==> src/rtl/keypad_scanner.sv <==
// keypad_scanner: 4x4 matrix keypad scanner with debounce.
//
// Drives one keypad column low at a time. It dwells SCAN_DIV clocks per column and evaluates
// the synchronized rows once per dwell (a "tick"). When a key press stays stable for
// DEBOUNCE_TICKS ticks, the scanner reports that key. It then holds the column until the key
// has been released for the same number of ticks.
//
// Parameters:
//   SCAN_DIV       clk cycles per column dwell
//   DEBOUNCE_TICKS consecutive stable ticks needed to accept a press or a release
// Ports:
//   clk        system clock
//   rst        synchronous active-high reset
//   row[3:0]   keypad rows, active-low, asynchronous to clk
//   col[3:0]   column drive, active-low, exactly one bit low
//   key_code   hex value of the last accepted key
//   key_valid  one-cycle pulse when a key is accepted
//   key_held   high while the accepted key remains pressed
module keypad_scanner #(
   parameter int unsigned SCAN_DIV       = 100_000,
   parameter int unsigned DEBOUNCE_TICKS = 20
) (
   input  logic       clk,
   input  logic       rst,
   input  logic [3:0] row,
   output logic [3:0] col,
   output logic [3:0] key_code,
   output logic       key_valid,
   output logic       key_held
);

   localparam int unsigned CntW = (SCAN_DIV > 1) ? $clog2(SCAN_DIV) : 1;
   localparam int unsigned DbW  = $clog2(DEBOUNCE_TICKS + 1);

   localparam logic [CntW-1:0] CntMax = CntW'(SCAN_DIV - 1);
   // Count value seen on the tick that completes a debounce window
   localparam logic [DbW-1:0]  DbLast = DbW'(DEBOUNCE_TICKS - 1);

   localparam logic [1:0] StScan     = 2'd0;
   localparam logic [1:0] StDebounce = 2'd1;
   localparam logic [1:0] StHeld     = 2'd2;

   logic [3:0]      row_meta_q, row_sync_q;
   logic [CntW-1:0] div_q;
   logic            tick;
   logic [1:0]      state_q, state_d;
   logic [1:0]      col_idx_q, col_idx_d;
   logic [1:0]      row_idx_q, row_idx_d;
   logic [DbW-1:0]  stable_q, stable_d;
   logic [DbW-1:0]  rel_q, rel_d;
   logic [3:0]      key_code_q, key_code_d;
   logic            key_valid_q, key_valid_d;
   logic            key_held_q, key_held_d;
   logic            any_low;
   logic [1:0]      low_row;
   logic            sel_row_low;

   function automatic logic [3:0] key_map(input logic [1:0] r, input logic [1:0] c);
      logic [3:0] k;
      case ({r, c})
         4'h0: k = 4'h1;
         4'h1: k = 4'h2;
         4'h2: k = 4'h3;
         4'h3: k = 4'hA;
         4'h4: k = 4'h4;
         4'h5: k = 4'h5;
         4'h6: k = 4'h6;
         4'h7: k = 4'hB;
         4'h8: k = 4'h7;
         4'h9: k = 4'h8;
         4'hA: k = 4'h9;
         4'hB: k = 4'hC;
         4'hC: k = 4'h0;
         4'hD: k = 4'hF;
         4'hE: k = 4'hE;
         default: k = 4'hD;
      endcase
      return k;
   endfunction

   // Row synchronizer resets to the idle (all released) level
   always_ff @(posedge clk) begin
      if (rst) begin
         row_meta_q <= 4'b1111;
         row_sync_q <= 4'b1111;
      end else begin
         row_meta_q <= row;
         row_sync_q <= row_meta_q;
      end
   end

   always_ff @(posedge clk) begin
      if (rst) begin
         div_q <= '0;
      end else if (tick) begin
         div_q <= '0;
      end else begin
         div_q <= div_q + 1'b1;
      end
   end

   assign tick = (div_q == CntMax);

   // Lowest-index low row wins when several rows are pressed
   always_comb begin
      any_low = (row_sync_q != 4'b1111);
      if (!row_sync_q[0]) begin
         low_row = 2'd0;
      end else if (!row_sync_q[1]) begin
         low_row = 2'd1;
      end else if (!row_sync_q[2]) begin
         low_row = 2'd2;
      end else begin
         low_row = 2'd3;
      end
   end

   assign sel_row_low = !row_sync_q[row_idx_q];

   always_comb begin
      state_d     = state_q;
      col_idx_d   = col_idx_q;
      row_idx_d   = row_idx_q;
      stable_d    = stable_q;
      rel_d       = rel_q;
      key_code_d  = key_code_q;
      key_valid_d = 1'b0;
      key_held_d  = key_held_q;
      if (tick) begin
         case (state_q)
            StScan: begin
               if (!any_low) begin
                  col_idx_d = col_idx_q + 2'd1;
               end else begin
                  row_idx_d = low_row;
                  if (DEBOUNCE_TICKS <= 1) begin
                     // Single-tick debounce accepts on the detection tick itself
                     key_code_d  = key_map(low_row, col_idx_q);
                     key_valid_d = 1'b1;
                     key_held_d  = 1'b1;
                     stable_d    = '0;
                     rel_d       = '0;
                     state_d     = StHeld;
                  end else begin
                     stable_d = DbW'(1);
                     state_d  = StDebounce;
                  end
               end
            end
            StDebounce: begin
               if (sel_row_low) begin
                  if (stable_q == DbLast) begin
                     key_code_d  = key_map(row_idx_q, col_idx_q);
                     key_valid_d = 1'b1;
                     key_held_d  = 1'b1;
                     stable_d    = '0;
                     rel_d       = '0;
                     state_d     = StHeld;
                  end else begin
                     stable_d = stable_q + 1'b1;
                  end
               end else begin
                  stable_d  = '0;
                  col_idx_d = col_idx_q + 2'd1;
                  state_d   = StScan;
               end
            end
            StHeld: begin
               if (!any_low) begin
                  if (rel_q == DbLast) begin
                     rel_d      = '0;
                     key_held_d = 1'b0;
                     col_idx_d  = col_idx_q + 2'd1;
                     state_d    = StScan;
                  end else begin
                     rel_d = rel_q + 1'b1;
                  end
               end else begin
                  rel_d = '0;
               end
            end
            default: begin
               state_d  = StScan;
               stable_d = '0;
               rel_d    = '0;
            end
         endcase
      end
   end

   always_ff @(posedge clk) begin
      if (rst) begin
         state_q     <= StScan;
         col_idx_q   <= 2'd0;
         row_idx_q   <= 2'd0;
         stable_q    <= '0;
         rel_q       <= '0;
         key_code_q  <= 4'h0;
         key_valid_q <= 1'b0;
         key_held_q  <= 1'b0;
      end else begin
         state_q     <= state_d;
         col_idx_q   <= col_idx_d;
         row_idx_q   <= row_idx_d;
         stable_q    <= stable_d;
         rel_q       <= rel_d;
         key_code_q  <= key_code_d;
         key_valid_q <= key_valid_d;
         key_held_q  <= key_held_d;
      end
   end

   assign col       = ~(4'b0001 << col_idx_q);
   assign key_code  = key_code_q;
   assign key_valid = key_valid_q;
   assign key_held  = key_held_q;

endmodule

==> config.mk <==
export PLATFORM = sky130hd
export DESIGN_NAME = keypad_scanner
export DESIGN_NICKNAME = d
export VERILOG_FILES = /design/src/rtl/keypad_scanner.sv
export SDC_FILE = /design/constraint.sdc
export NUM_CORES = 1
export LEC_CHECK = 0
export CAP_MARGIN = 40
export CORE_MARGIN = 4
export CORE_UTILIZATION = 23
export CTS_CLUSTER_SIZE = 28
export DETAILED_ROUTE_END_ITERATION = 8
export GPL_ROUTABILITY_DRIVEN = 1
export SLEW_MARGIN = 20
export SYNTH_ARGS = -nofsm -noshare
export SYNTH_HDL_FRONTEND = slang
export SYNTH_SLANG_ARGS = --single-unit
==> constraint.sdc <==
create_clock -name clk -period 1.96 [get_ports clk]
set_input_delay 0.392 -clock clk [delete_from_list [all_inputs] [get_ports clk]]
set_output_delay 0.392 -clock clk [all_outputs]
set_load 0.03 [all_outputs]
; Word-level counts from Yosys, hierarchy flattened
; Memories as Yosys holds them, arrays and structs flattened. A register that Yosys moved wholly into a read port is not among the register bits.
; Index checks and enable logic that the tools add are counted.
[word_totals]
register_bits = 43
output_inout_bits = 10
romBits = 64
wordCells = 80
in_bits = 6
mem_count = 1
[memory_table]
columns = name, words, word_bits, read_ports, rd_ports_with_merged_regs, write_ports, line_no
row1 = (name not given), 16, 4, 1, 1, 0, 60  ; case ({r, c})
[classes]
reduce_logical = 12
mux = 31
n_eq_ne = 14
n_addsub = 4
n_shift = 1
n_bitwise = 6
order_cmp = 1
[ops]
columns = op, n
row1 = two-way mux 5 bit, 7
row2 = one-hot mux 5 bit (3 select lines), 2
row3 = two-way mux 2 bit, 11
row4 = adder 17 x 1 -> 17 bit (second input constant), 1
row5 = equality test 17 bit (second input constant), 1
row6 = != test 2 bit (second input constant), 7
row7 = one-hot mux 2 bit (3 select lines), 2
row8 = AND reduction 6 bit, 2
row9 = adder 5 x 1 -> 5 bit (second input constant), 2
row10 = equality test 5 bit (second input constant), 2
row11 = AND reduction 4 bit, 2
row12 = two-way mux 1 bit, 7
row13 = AND reduction 3 bit, 2
row14 = NOT 1 bit, 5
row15 = AND reduction 5 bit, 1
row16 = != test 4 bit (second input constant), 1
row17 = NOT 4 bit, 1
row18 = OR reduction 4 bit, 1
row19 = left shift 1 x 2 -> 4 bit (first input constant), 1
row20 = < comparator 2 x 3 -> 1 bit (second input constant), 1
row21 = != test 3 bit (second input constant), 1
row22 = nonzero test 3 bit, 1
row23 = adder 2 x 1 -> 2 bit (second input constant), 1
row24 = binary-select mux 1 bit (select 2 bit), 1
row25 = other kinds (6), 6

; Longest topological paths before layout
[depth]
word_depth = 4
ltp_mapped = 7
ltp_nobuf = 6

; Worst setup path before layout
; Ideal clock, no wire load.
[synth_path]
path_kind = reg2reg
startpoint = register rel_q[0]
endpoint = register col_idx_q[0]
synth_period_minus_slack_ns = 1.849
path_slack_ns = 0.111
setup_ns = 0.121
required_time_ns = 1.839
arrival_time_ns = 1.728
path_stages_with_launch = 6
path_buffers = 0
cell_sequence = dfxtp_1 > ha_1 > nor4bb_1 > o211ai_1 > a21oi_1 > mux2_2
[synth_via]
elab_chain_cells = 3
[synth_rtl]
columns = element, line_no
row1 = start: declaration, 50  ; logic [DbW-1:0] rel_q, rel_d;
row2 = start signal: assignment, 206  ; rel_q <= rel_d;
row3 = equality test 5 bit, 170  ; if (rel_q == DbLast) begin
row4 = != test 2 bit (no source line), --
row5 = AND reduction 6 bit (no source line), --
row6 = end signal: assignment, 203  ; col_idx_q <= col_idx_d;
row7 = end: declaration, 47  ; logic [1:0] col_idx_q, col_idx_d;
; No other way between the ends.
; A chain may end at the register's enable or synchronous reset.

; Worst setup path after layout
[layout_path]
startpoint = register row_idx_q[0]
endpoint = register rel_q[3]
[layout_via]
elab_chain_cells = 4
[layout_rtl]
columns = element, line_no
row1 = start: declaration, 48  ; logic [1:0] row_idx_q, row_idx_d;
row2 = start signal: assignment, 204  ; row_idx_q <= row_idx_d;
row3 = binary-select mux 1 bit (select 2 bit), 118  ; assign sel_row_low = !row_sync_q[row_idx_q];
row4 = two-way mux 1 bit (not written as such), 118
row5 = != test 2 bit (no source line), --
row6 = AND reduction 4 bit (no source line), --
; No other way between the ends. The select of a mux whose other input is x is not followed.

==> results.md <==
- Place WS: 0.0806 ns
- DR top layer: met4
- Met3 wire len: ~110 um
- Total CTS buffers: 5
- Hpwl dp: approximately 3800 um
- Run status: completed
- Post-Syn Nets: between 200 and 300
- Largest net degree at the start of global routing: 16
- PwrDens: 658 nW/um2
- M1 wire length: around 2500 um
- CP startpoint kind: flop
- Multiplexer share of the synthesized area: under 10%
- Max FO, Critical Path: 7
- Post-synthesis adder-cell area fraction: roughly 4.2%
- Clk_skew: 0.00803 ns
- Max Cap Viol: 0
- Area grow syn2layout: 21.6%
- DIE WIDTH: about 110 um
- Worst slew pin tran: 0.542 ns
- Ratio of final minimum period to clock period: a little over nine tenths
- Die ar.: 12000 um2
- # port buffers: 15
- Min setup slack post-route: about 0.10 ns
- Final Max Slew Viols: 0
- Critical path required time: approximately 2.1 ns
- Max_slew headroom: between 60% and 70%
- Commonest non-fill, non-tap cells in the layout: dfxtp_1 (47), nor2_1 (19), nand2_1 (18), buf_4 (18), nand3_1 (14)
- Hold Slack: 0.417 ns
- Synth unique cells: 55
- CTS Buffer Depth: 2
- Share of cells above drive strength 1: roughly 16%
- First-pass GRT wire length: roughly 9000 um
- Global placement routability congestion: about 0.87
- WP data arrival: ~2.0 ns
- F_max: approximately 540 MHz
- Ys async rst share: 0%
- P_leak: about 1 nW
- Min Tclk post-route: approximately 1.9 ns
- Root buf cell: clkbuf_8
- Nets: slightly above 300
- Placed Area: around 2700 um2
- Met2 wire length: approximately 2500 um
- Antenna viol nets, final: 0
- I/O pin cnt: 16
- Die Height: about 110 um
- Final setup violating endpoints: 0
- Sequential cell area fraction in the yosys report: 39.7%
- Cells after Synth: about 260
- # rows: 36
- Clock transition at the registers of the reported paths: 0.09 ns
- Setup CP Type: reg -> reg
- Simple-gate share of the synthesized area: 28.5%
- Number of vias per cell: 4.80
- Sink Count: 47
- Clk Latency, worst-skew pair: ~0.3 ns
- Compound-Gate Fraction of Synth Area: between 10 and 15%
- Hold Crit Class: reg -> reg
- CTS tree: built
- Combinational family with the most area after synthesis: simple AND/OR/NAND/NOR gates
- Most common cell after layout, fill and taps aside: dfxtp_1
- Crit. End Element: flop
- Grt ovf: 0
- Xor-xnor portion of the synthesized cell area: 5.54%
- Antenna violations before repair: 0
- Total power: 0.00190 W
- Vias in the first global route: about 1.9k
- Yosys reg bits: 47
- GRT Total Usage: around a tenth
- Core region area: about 9900 um2
- Syn Area/Cell: slightly above 9 um2
- Maximum vdd drop: approximately 0.00037 V
- Wire per inst: around 12 um
- DRT Pass-1 Iters: 4
- Final hold viol count: 0
- Detailed router's first-iteration violation count: ~150
- R2R setup slack: roughly 0.1 ns
- Final instance area: approximately 2900 um2
- Post-Route WL: roughly 5200 um
- Yosys warnings: 0
- Routed via count: 2030
- Post-Syn Area: ~2400 um2
- Ant diodes: 0
- Finished Core Util: 29.1%
- Main synth FF type: dfxtp_1
- Number of remaining DRC errors: 0
- # H-tree levels: 2
- Starting density of the core: a little under a quarter
- Number of enable flip-flop cells after synthesis: 0
[registers in the layout (all words and copies together), names as in the netlist]
signal      flops
col_idx_q       2
div_q          17
key_code        4
key_held        1
key_valid       1
rel_q           5
row_idx_q       2
row_meta_q      4
row_sync_q      4
stable_q        5
state_q         2
[routing by layer]
metal	GRT usage, %	up-vias
met5	0	-
met4	4.01	0
met3	1.59	7
met2	16.5	25
met1	11.1	980
li1	-	1018
[cell usage after synthesis, types with 2 or more instances]
cell | count | share of area (%)
and4bb_2 | 2 | 1.1
nor4_1 | 4 | 1.1
mux2i_1 | 4 | 1.7
buf_6 | 3 | 1.4
a21oi_1 | 10 | 2.1
or3_1 | 3 | 0.79
xnor2_1 | 5 | 1.8
and3_1 | 2 | 0.53
nor4bb_1 | 2 | 0.84
dfxtp_1 | 47 | 40
clkbuf_1 | 5 | 0.79
xor2_1 | 10 | 3.7
o211ai_1 | 5 | 1.6
and4_1 | 7 | 2.6
o31ai_1 | 3 | 0.95
nor4b_1 | 2 | 0.74
buf_2 | 2 | 0.42
nand4b_1 | 2 | 0.74
o21ai_0 | 10 | 2.1
nand2_1 | 18 | 2.8
ha_1 | 8 | 4.2
and2_1 | 2 | 0.53
o22ai_1 | 2 | 0.53
a211oi_1 | 4 | 1.3
nor2_1 | 19 | 3.0
nand4_1 | 11 | 2.9
nand2b_1 | 2 | 0.53
nand3_1 | 14 | 3.0
or2_2 | 8 | 2.1
clkbuf_2 | 3 | 0.63
inv_1 | 10 | 1.6
o311ai_0 | 2 | 0.74
nor3_1 | 9 | 1.9
[cell families (layout without fill, tap and decap cells)]
logic type                 after synthesis  in the layout
and+or+nand+nor                        114            114
AOI/OAI and AO/OA                       48             48
DFF                                     47             47
buffers and inverters                   24             52
xor gates and xnor gates                15             15
adders and majority gates                8              8
muxes                                    6              6
[through the flow]
step / cells / setup TNS (ns)
3_5_place_dp: 414 / 0
4_1_cts: 422 / 0
2_1_floorplan: 262 / 0
5_1_grt: 423 / -0.0350
6_report: 423 / 0
3_3_place_gp: 414 / 0
[layout make-up]
| class | count | area [um2] |
|---|---|---|
| clock buffers | 6 | 72.6 |
| flip-flops and latches | 47 | 941 |
| multi-input cells | 191 | 1330 |
| repair buffers | 33 | 277 |
| clock inverters | 2 | 60.1 |
| well taps | 133 | 166 |
| inverters | 11 | 41.3 |
| fillers | 1043 | 7030 |
[repair_timing]
action | 4_1_cts | 5_1_grt
setup endpoints to repair | 4 | 6
buffers inserted | 0 | 1
gates resized for setup | 4 | 7
hold endpoints to repair | 0 | 0
hold buffers | 0 | 0
[critical path: stages (launching register included)]
cell and delay, ns:
dfxtp_1 0.36, mux4_2 0.60, o31a_4 0.35, a2111oi_1 0.29, o21ai_0 0.13
[report_power, final]
| group | switching [W] | total (W) | internal, W |
|---|---|---|---|
| registers | 0.00000946 | 0.000976 | 0.000967 |
| logic | 0.0000467 | 0.0000796 | 0.0000329 |
| clock network | 0.000333 | 0.000843 | 0.000510 |
[final timing paths]
kind | cells after the start | endpoint | startpoint
min | 1 | row_sync_q[2] | row_meta_q[2]
max reg2reg | 4 | rel_q[3] | row_idx_q[0]
min reg2reg | 1 | row_sync_q[2] | row_meta_q[2]
max | 4 | rel_q[3] | row_idx_q[0]
No activity file was read; power rests on OpenSTA's default activity.
